===== src/rtl/tt_lq_retire.sv =====
// Load-queue response/retire block: tags out-of-order memory responses by lqid, formats load
// data, retires in allocation order. Define TT_LQ_RESP_BYPASS_EN for same-cycle response bypass.
module tt_lq_retire #(
  parameter int unsigned LQ_DEPTH      = 8,
  parameter int unsigned LQ_DEPTH_LOG2 = $clog2(LQ_DEPTH)
) (
  input  logic                     i_clk,
  input  logic                     i_reset,
  input  logic                     i_flush,
  input  logic                     i_alloc_vld,
  output logic                     o_alloc_rdy,
  output logic [LQ_DEPTH_LOG2-1:0] o_alloc_lqid,
  input  logic                     i_alloc_load,
  input  logic                     i_alloc_rf_wr,
  input  logic                     i_alloc_fp_wr,
  input  logic [4:0]               i_alloc_rd,
  input  logic [2:0]               i_alloc_sz,
  input  logic [1:0]               i_alloc_addr_lo,
  input  logic                     i_resp_vld,
  input  logic [LQ_DEPTH_LOG2-1:0] i_resp_lqid,
  input  logic [31:0]              i_resp_data,
  output logic                     o_stray_resp,
  output logic                     o_wb_vld,
  input  logic                     i_wb_rdy,
  output logic                     o_wb_rf_wr,
  output logic                     o_wb_fp_wr,
  output logic [4:0]               o_wb_rd,
  output logic [31:0]              o_wb_data,
  output logic                     o_empty
);

  localparam int unsigned AW = LQ_DEPTH_LOG2;

  typedef logic [AW:0]   ptr_t;
  typedef logic [AW-1:0] idx_t;
  typedef enum logic [1:0] {StFree = 2'd0, StWait = 2'd1, StDone = 2'd2} ent_st_e;

  ent_st_e     st_q    [LQ_DEPTH];
  ent_st_e     st_d    [LQ_DEPTH];
  logic [31:0] data_q  [LQ_DEPTH];
  logic        rf_wr_q [LQ_DEPTH];
  logic        fp_wr_q [LQ_DEPTH];
  logic [4:0]  rd_q    [LQ_DEPTH];
  logic [2:0]  sz_q    [LQ_DEPTH];
  logic [1:0]  lo_q    [LQ_DEPTH];

  ptr_t wr_ptr_q, wr_ptr_d;
  ptr_t rd_ptr_q, rd_ptr_d;
  logic stray_q, stray_d;

  idx_t        wr_idx, rd_idx;
  logic        full, empty;
  logic        alloc_fire, resp_hit, byp, wb_vld, retire;
  logic [31:0] resp_fmt;

  function automatic logic [31:0] fmt_load(input logic [31:0] w, input logic [2:0] sz,
                                           input logic [1:0] lo);
    logic [7:0]  b;
    logic [15:0] h;
    logic [31:0] r;
    case (lo)
      2'd0:    b = w[7:0];
      2'd1:    b = w[15:8];
      2'd2:    b = w[23:16];
      default: b = w[31:24];
    endcase
    h = lo[1] ? w[31:16] : w[15:0];
    case (sz)
      3'd0:    r = {{24{b[7]}}, b};
      3'd1:    r = {{16{h[15]}}, h};
      3'd4:    r = {24'b0, b};
      3'd5:    r = {16'b0, h};
      default: r = w;
    endcase
    return r;
  endfunction

  assign wr_idx     = wr_ptr_q[AW-1:0];
  assign rd_idx     = rd_ptr_q[AW-1:0];
  assign full       = (wr_idx == rd_idx) && (wr_ptr_q[AW] != rd_ptr_q[AW]);
  assign empty      = (wr_ptr_q == rd_ptr_q);
  assign alloc_fire = i_alloc_vld && !full;
  assign resp_hit   = i_resp_vld && (st_q[i_resp_lqid] == StWait);
  assign resp_fmt   = fmt_load(i_resp_data, sz_q[i_resp_lqid], lo_q[i_resp_lqid]);

`ifdef TT_LQ_RESP_BYPASS_EN
  // A WAIT head is necessarily allocated, so no separate empty qualifier is needed.
  assign byp = resp_hit && (i_resp_lqid == rd_idx);
`else
  assign byp = 1'b0;
`endif

  assign wb_vld = (!empty && (st_q[rd_idx] == StDone)) || byp;
  assign retire = wb_vld && i_wb_rdy;

  assign o_alloc_rdy  = !full;
  assign o_alloc_lqid = wr_idx;
  assign o_empty      = empty;
  assign o_stray_resp = stray_q;
  assign o_wb_vld     = wb_vld;
  assign o_wb_rf_wr   = wb_vld ? rf_wr_q[rd_idx] : 1'b0;
  assign o_wb_fp_wr   = wb_vld ? fp_wr_q[rd_idx] : 1'b0;
  assign o_wb_rd      = wb_vld ? rd_q[rd_idx] : 5'd0;
  assign o_wb_data    = !wb_vld ? 32'd0 : (byp ? resp_fmt : data_q[rd_idx]);

  always_comb begin
    for (int i = 0; i < int'(LQ_DEPTH); i++) begin
      st_d[i] = st_q[i];
    end
    wr_ptr_d = wr_ptr_q;
    rd_ptr_d = rd_ptr_q;
    stray_d  = i_resp_vld && !resp_hit;
    if (i_flush) begin
      for (int i = 0; i < int'(LQ_DEPTH); i++) begin
        st_d[i] = StFree;
      end
      wr_ptr_d = '0;
      rd_ptr_d = '0;
    end else begin
      if (alloc_fire) begin
        st_d[wr_idx] = i_alloc_load ? StWait : StDone;
        wr_ptr_d     = wr_ptr_q + ptr_t'(1);
      end
      if (resp_hit) begin
        st_d[i_resp_lqid] = (byp && i_wb_rdy) ? StFree : StDone;
      end
      if (retire) begin
        st_d[rd_idx] = StFree;
        rd_ptr_d     = rd_ptr_q + ptr_t'(1);
      end
    end
  end

  always_ff @(posedge i_clk or posedge i_reset) begin
    if (i_reset) begin
      for (int i = 0; i < int'(LQ_DEPTH); i++) begin
        st_q[i] <= StFree;
      end
      wr_ptr_q <= '0;
      rd_ptr_q <= '0;
      stray_q  <= 1'b0;
    end else begin
      for (int i = 0; i < int'(LQ_DEPTH); i++) begin
        st_q[i] <= st_d[i];
      end
      wr_ptr_q <= wr_ptr_d;
      rd_ptr_q <= rd_ptr_d;
      stray_q  <= stray_d;
    end
  end

  // Payload is only meaningful while the entry is not FREE, so writes need no state qualifier.
  always_ff @(posedge i_clk or posedge i_reset) begin
    if (i_reset) begin
      for (int i = 0; i < int'(LQ_DEPTH); i++) begin
        data_q[i]  <= '0;
        rf_wr_q[i] <= 1'b0;
        fp_wr_q[i] <= 1'b0;
        rd_q[i]    <= '0;
        sz_q[i]    <= '0;
        lo_q[i]    <= '0;
      end
    end else if (!i_flush) begin
      if (alloc_fire) begin
        data_q[wr_idx]  <= '0;
        rf_wr_q[wr_idx] <= i_alloc_rf_wr;
        fp_wr_q[wr_idx] <= i_alloc_fp_wr;
        rd_q[wr_idx]    <= i_alloc_rd;
        sz_q[wr_idx]    <= i_alloc_sz;
        lo_q[wr_idx]    <= i_alloc_addr_lo;
      end
      if (resp_hit) begin
        data_q[i_resp_lqid] <= resp_fmt;
      end
    end
  end

endmodule


===== config.mk =====
export PLATFORM = sky130hd
export DESIGN_NAME = tt_lq_retire
export DESIGN_NICKNAME = d
export VERILOG_FILES = /design/src/rtl/tt_lq_retire.sv
export SDC_FILE = /design/constraint.sdc
export NUM_CORES = 1
export LEC_CHECK = 0
export BUFFER_PORTS_ARGS = -buffer_cell sky130_fd_sc_hd__buf_2
export CAP_MARGIN = 10
export CORE_ASPECT_RATIO = 0.5
export CORE_MARGIN = 5
export CORE_UTILIZATION = 45
export CTS_CLUSTER_SIZE = 30
export DETAILED_ROUTE_END_ITERATION = 7
export GPL_TIMING_DRIVEN = 0
export PLACE_DENSITY = 0.6
export RECOVER_POWER = 100
export SYNTH_ARGS = -nofsm -noshare
export SYNTH_HDL_FRONTEND = slang
export SYNTH_SLANG_ARGS = --single-unit

===== constraint.sdc =====
create_clock -name i_clk -period 11.45 [get_ports i_clk]
set_input_delay 1.145 -clock i_clk [delete_from_list [all_inputs] [get_ports i_clk]]
set_output_delay 1.145 -clock i_clk [all_outputs]
set_load 0.1 [all_outputs]

==> impl_metrics.csv <==
group,metric,value,unit
cts,htreeDepth,2,
power,pwr-share-seq,44.4,%
drt,dr.pass1.iters,6,
logic_synthesis,synth-seq-area-share,51.7,%
power,p_switching,938,uW
timing,period_minus_slack,7.18,ns
worst_setup_path,cp_max_fo,10,
timing,fin_crit_sh,62.7,%
floorplan,start_util,45.4,%
power,p_per_area,160,nW/um^2
power,switching_share,28.6,%
place,port_buffers,98,
worst_setup_path,cp.required,10.31,ns
floorplan,die-area,44900,um^2
worst_setup_path,crit_path_max_incr_delay,0.94,ns
timing,fmax,139,MHz
cts,clockRootBuffer,"clkbuf_16",
worst_setup_path,r2r-start,"rd_ptr_q[1]",
place,hpwl,49.5,mm
worst_setup_path,rr_endpoint,"st_q[13]",
layout,final_cell_mix,"dfrtp_1 (377), nand3_1 (196), clkbuf_1 (190), o21ai_0 (188), nand2_1 (123)",
worst_setup_path,crit_type,"flop to primary output",
power,power.internal,2.34,mW
worst_setup_path,setup.worst_path.end_class,"primary output",
layout,nNetsFinal,1907,
logic_synthesis,post_synth.cell_area_avg,10.7,um^2
timing,whs,0.498,ns
layout,areaGrowthSynthToFinish,12.5,%
cts,cts_setup_buffers,0,
logic_synthesis,synthAdderAreaFrac,0.137,%
floorplan,coreArea,40200,um^2
job,maxCapViolations,16,
drt,avgViaCountPerCell,6.64,
worst_setup_path,slowest_stage,"clkbuf_1",
logic_synthesis,synth_edf_count,0,
logic_synthesis,synth_largest_area_cell,"dfrtp_1",
logic_synthesis,ys_types,61,
global_route,grt_max_degree,42,
cts,cts_tree,"yes",
logic_synthesis,synthFlopType,"dfrtp_1",
layout,final_common_cell,"dfrtp_1",
logic_synthesis,yosys_register_bits,377,
timing,fin_setup_tns,0,ns
logic_synthesis,synthSimpleGateAreaFrac,13.4,%
run_status,outcome,"complete, but fails checks",
run_status,violations,"max-capacitance violations, max-slew violations",
cts,cts_made_buffers,38,
worst_setup_path,r2r_cells,8,
drt,route.detailed.drc,0,
worst_setup_path,regToRegSetupSlack,7.11,ns
logic_synthesis,syn-num-nets,1758,
logic_synthesis,synth_top_family_by_area,"compound AO/OA/AOI/OAI gates",
worst_setup_path,cp.arrival,6.04,ns
layout,fin_cells,2418,
logic_synthesis,synth_xor_area_share,0.432,%
layout,final_cell_area,20500,um^2
cts,post_cts_resized,0,
global_route,grt_pass1_vias,15500,
place,place.gp.congestion,0.971,
cts,cts_buffer_depth,3,
drt,wl,72.6,mm
logic_synthesis,syn_area,18200,um^2
logic_synthesis,synth_top_area_share,51.7,%
cts,cts.sinks,377,
place,post-place-cells,2350,
worst_setup_path,start_kind,"flop",
timing,rsz0062_at_grt,"false",
layout,drive_gt1_share,14.5,%
worst_setup_path,cpMostUsedCell,"clkbuf_1",
global_route,antenna_found_initial,0,
worst_hold_path,min_path_type,"flop to flop",
global_route,gr-total-overflow,0,
timing,finalHoldViolations,0,
worst_setup_path,path_buf_inv,5,
logic_synthesis,yosys-top-cells-area,"dfrtp_1 (52%), mux2_2 (6.7%), mux2i_1 (5.4%)",
logic_synthesis,syn_inst,1702,
place,dpl_cell_area,19600,um^2
worst_hold_path,whs_path_depth,2,
drt,drt-initial-drc-count,1875,
place,place_ws,5.57,ns
drt,wire_per_inst,30.0,um
logic_synthesis,synthArstFlopShare,100,%
power,p_leak,9.22,nW
timing,slew_headroom,-54.9,%
floorplan,die_x,295,um
cts,holdBufCountCts,0,
power,p_comb_share,14.4,%
layout,antenna_cells,0,
worst_setup_path,crit_family,"buffers and inverters",
timing,setup_viol,0,
floorplan,die_h,152,um
global_route,grt_pass1_wl,107,mm
timing,worst_pin_slew,2.32,ns
worst_hold_path,hold_path_startpoint,"data_q[87]",
timing,finalMaxSlewViolations,442,
timing,clock_skew,0.0235,ns
logic_synthesis,synthMuxAreaShare,13.7,%
worst_setup_path,crit_chain,"clkbuf_1 > clkbuf_1 > nor2b_1 > nand2b_1 > clkbuf_1 > clkbuf_1 > o22ai_1 > nor4_1 > clkbuf_1",
logic_synthesis,ys_warn_count,0,
drt,postRouteAntennaNets,0,
cts,clk_latency,0.55,ns
floorplan,io_pins,100,
drt,vias,16100,
cts,clk_pin_slew,0.07,ns
logic_synthesis,synth-compound-area-share,16.5,%
power,ir_worst_vdd,0.0978,mV
timing,layout_setup_ws,4.27,ns
floorplan,rows,52,
worst_hold_path,min_to,"data_q[87]",
power,clockPowerShare,41.2,%
global_route,grt_use_total,31.7,%
registers in the layout (all words and copies together), names as in the netlist:
| name | count |
|---|---|
| data_q | 256 |
| rd_q | 40 |
| sz_q | 24 |
| lo_q | 16 |
| st_q | 16 |
| fp_wr_q | 8 |
| rf_wr_q | 8 |
| rd_ptr_q | 4 |
| wr_ptr_q | 4 |
| o_stray_resp | 1 |
synth_stat cells (4+ instances only):
| cell type | number |
|---|---|
| mux4_2 | 12 |
| o41ai_2 | 7 |
| xnor2_1 | 4 |
| xor2_1 | 5 |
| nor4_1 | 32 |
| a32oi_1 | 13 |
| buf_2 | 25 |
| buf_4 | 12 |
| mux2i_1 | 98 |
| a221oi_1 | 6 |
| o22ai_1 | 72 |
| a32oi_2 | 10 |
| inv_1 | 9 |
| nand2_1 | 123 |
| nor3_1 | 20 |
| nand4b_1 | 8 |
| a211oi_1 | 10 |
| or4_1 | 12 |
| a21oi_1 | 24 |
| o221ai_1 | 37 |
| or4b_1 | 4 |
| a2111oi_0 | 6 |
| o211ai_2 | 8 |
| nor2_1 | 41 |
| nand3_1 | 196 |
| o21ai_0 | 188 |
| mux2_2 | 109 |
| o22a_1 | 31 |
| clkbuf_1 | 107 |
| buf_1 | 12 |
| dfrtp_1 | 377 |
| nor2b_1 | 12 |
| nand2b_1 | 23 |
worst reg2reg max path, stage by stage, from the launching register on:
cell and delay, ns:
dfrtp_1 0.47, clkbuf_1 0.41, clkbuf_1 0.65, nor2b_1 0.23, nand2b_1 0.29, clkbuf_1 0.93, clkbuf_1 0.94, nor3_1 0.12
a211oi_1 0.21
power groups by stage:
stage / Clock, mW / Sequential, mW / Combinational, mW
after CTS: 1.36 / 1.45 / 0.492
after detailed placement: 0 / 1.48 / 0.491
after global routing: 1.41 / 1.46 / 0.505
after global placement: 0 / 1.48 / 0.477
final: 1.35 / 1.46 / 0.473
after floorplan: 0 / 1.47 / 0.328
layer usage:
| metal | global-route usage [%] | part of all wire [%] | vias to the layer above |
|---|---|---|---|
| li1 | - | - | 6686 |
| met1 | 45.5 | 42 | 8280 |
| met2 | 45.4 | 42 | 890 |
| met3 | 10.3 | 11 | 200 |
| met4 | 10.6 | 4.3 | 0 |
| met5 | 0 | 0 | - |
logic make-up (layout without fill, tap and decap cells):
kind of cell / after synthesis / after routing
AO/OA/AOI/OAI: 435 / 435
AND/OR/NAND/NOR: 489 / 489
multiplexers: 220 / 220
XOR/XNOR: 9 / 9
flip-flops: 377 / 377
adder cells (fa/ha/maj): 2 / 2
buffers and inverters: 170 / 346
layout make-up:
class / instances / area (um^2)
inverters: 11 / 42.5
multi-input cells: 1155 / 7900
clock buffers: 51 / 1090
fillers: 3826 / 19700
well taps: 540 / 676
clock inverters: 16 / 225
flip-flops and latches: 377 / 9430
plain buffers: 159 / 662
repair buffers: 109 / 487
how the worst max path moves through the flow:
stage                start             to  slack, ns  cells after the start
6_report       rd_ptr_q[1]  o_wb_data[16]       4.27                      9
5_1_grt            i_reset       rd_q[16]       4.27                      5
4_1_cts        rd_ptr_q[1]  o_wb_data[16]       4.98                      9
3_5_place_dp   rd_ptr_q[1]  o_wb_data[16]       5.57                      9
3_3_place_gp       i_reset    wr_ptr_q[3]       2.70                      2
2_1_floorplan  wr_ptr_q[0]  o_wb_data[27]       3.76                      6
stage by stage:
stage | util [%] | power (mW)
global route | 51.0 | 3.38
global placement | 48.3 | 1.96
detailed placement | 48.8 | 1.97
CTS | 52.0 | 3.30
finish | 51.0 | 3.28
floorplan | - | 1.80
Note: power is estimated with default switching activity, not from simulation.
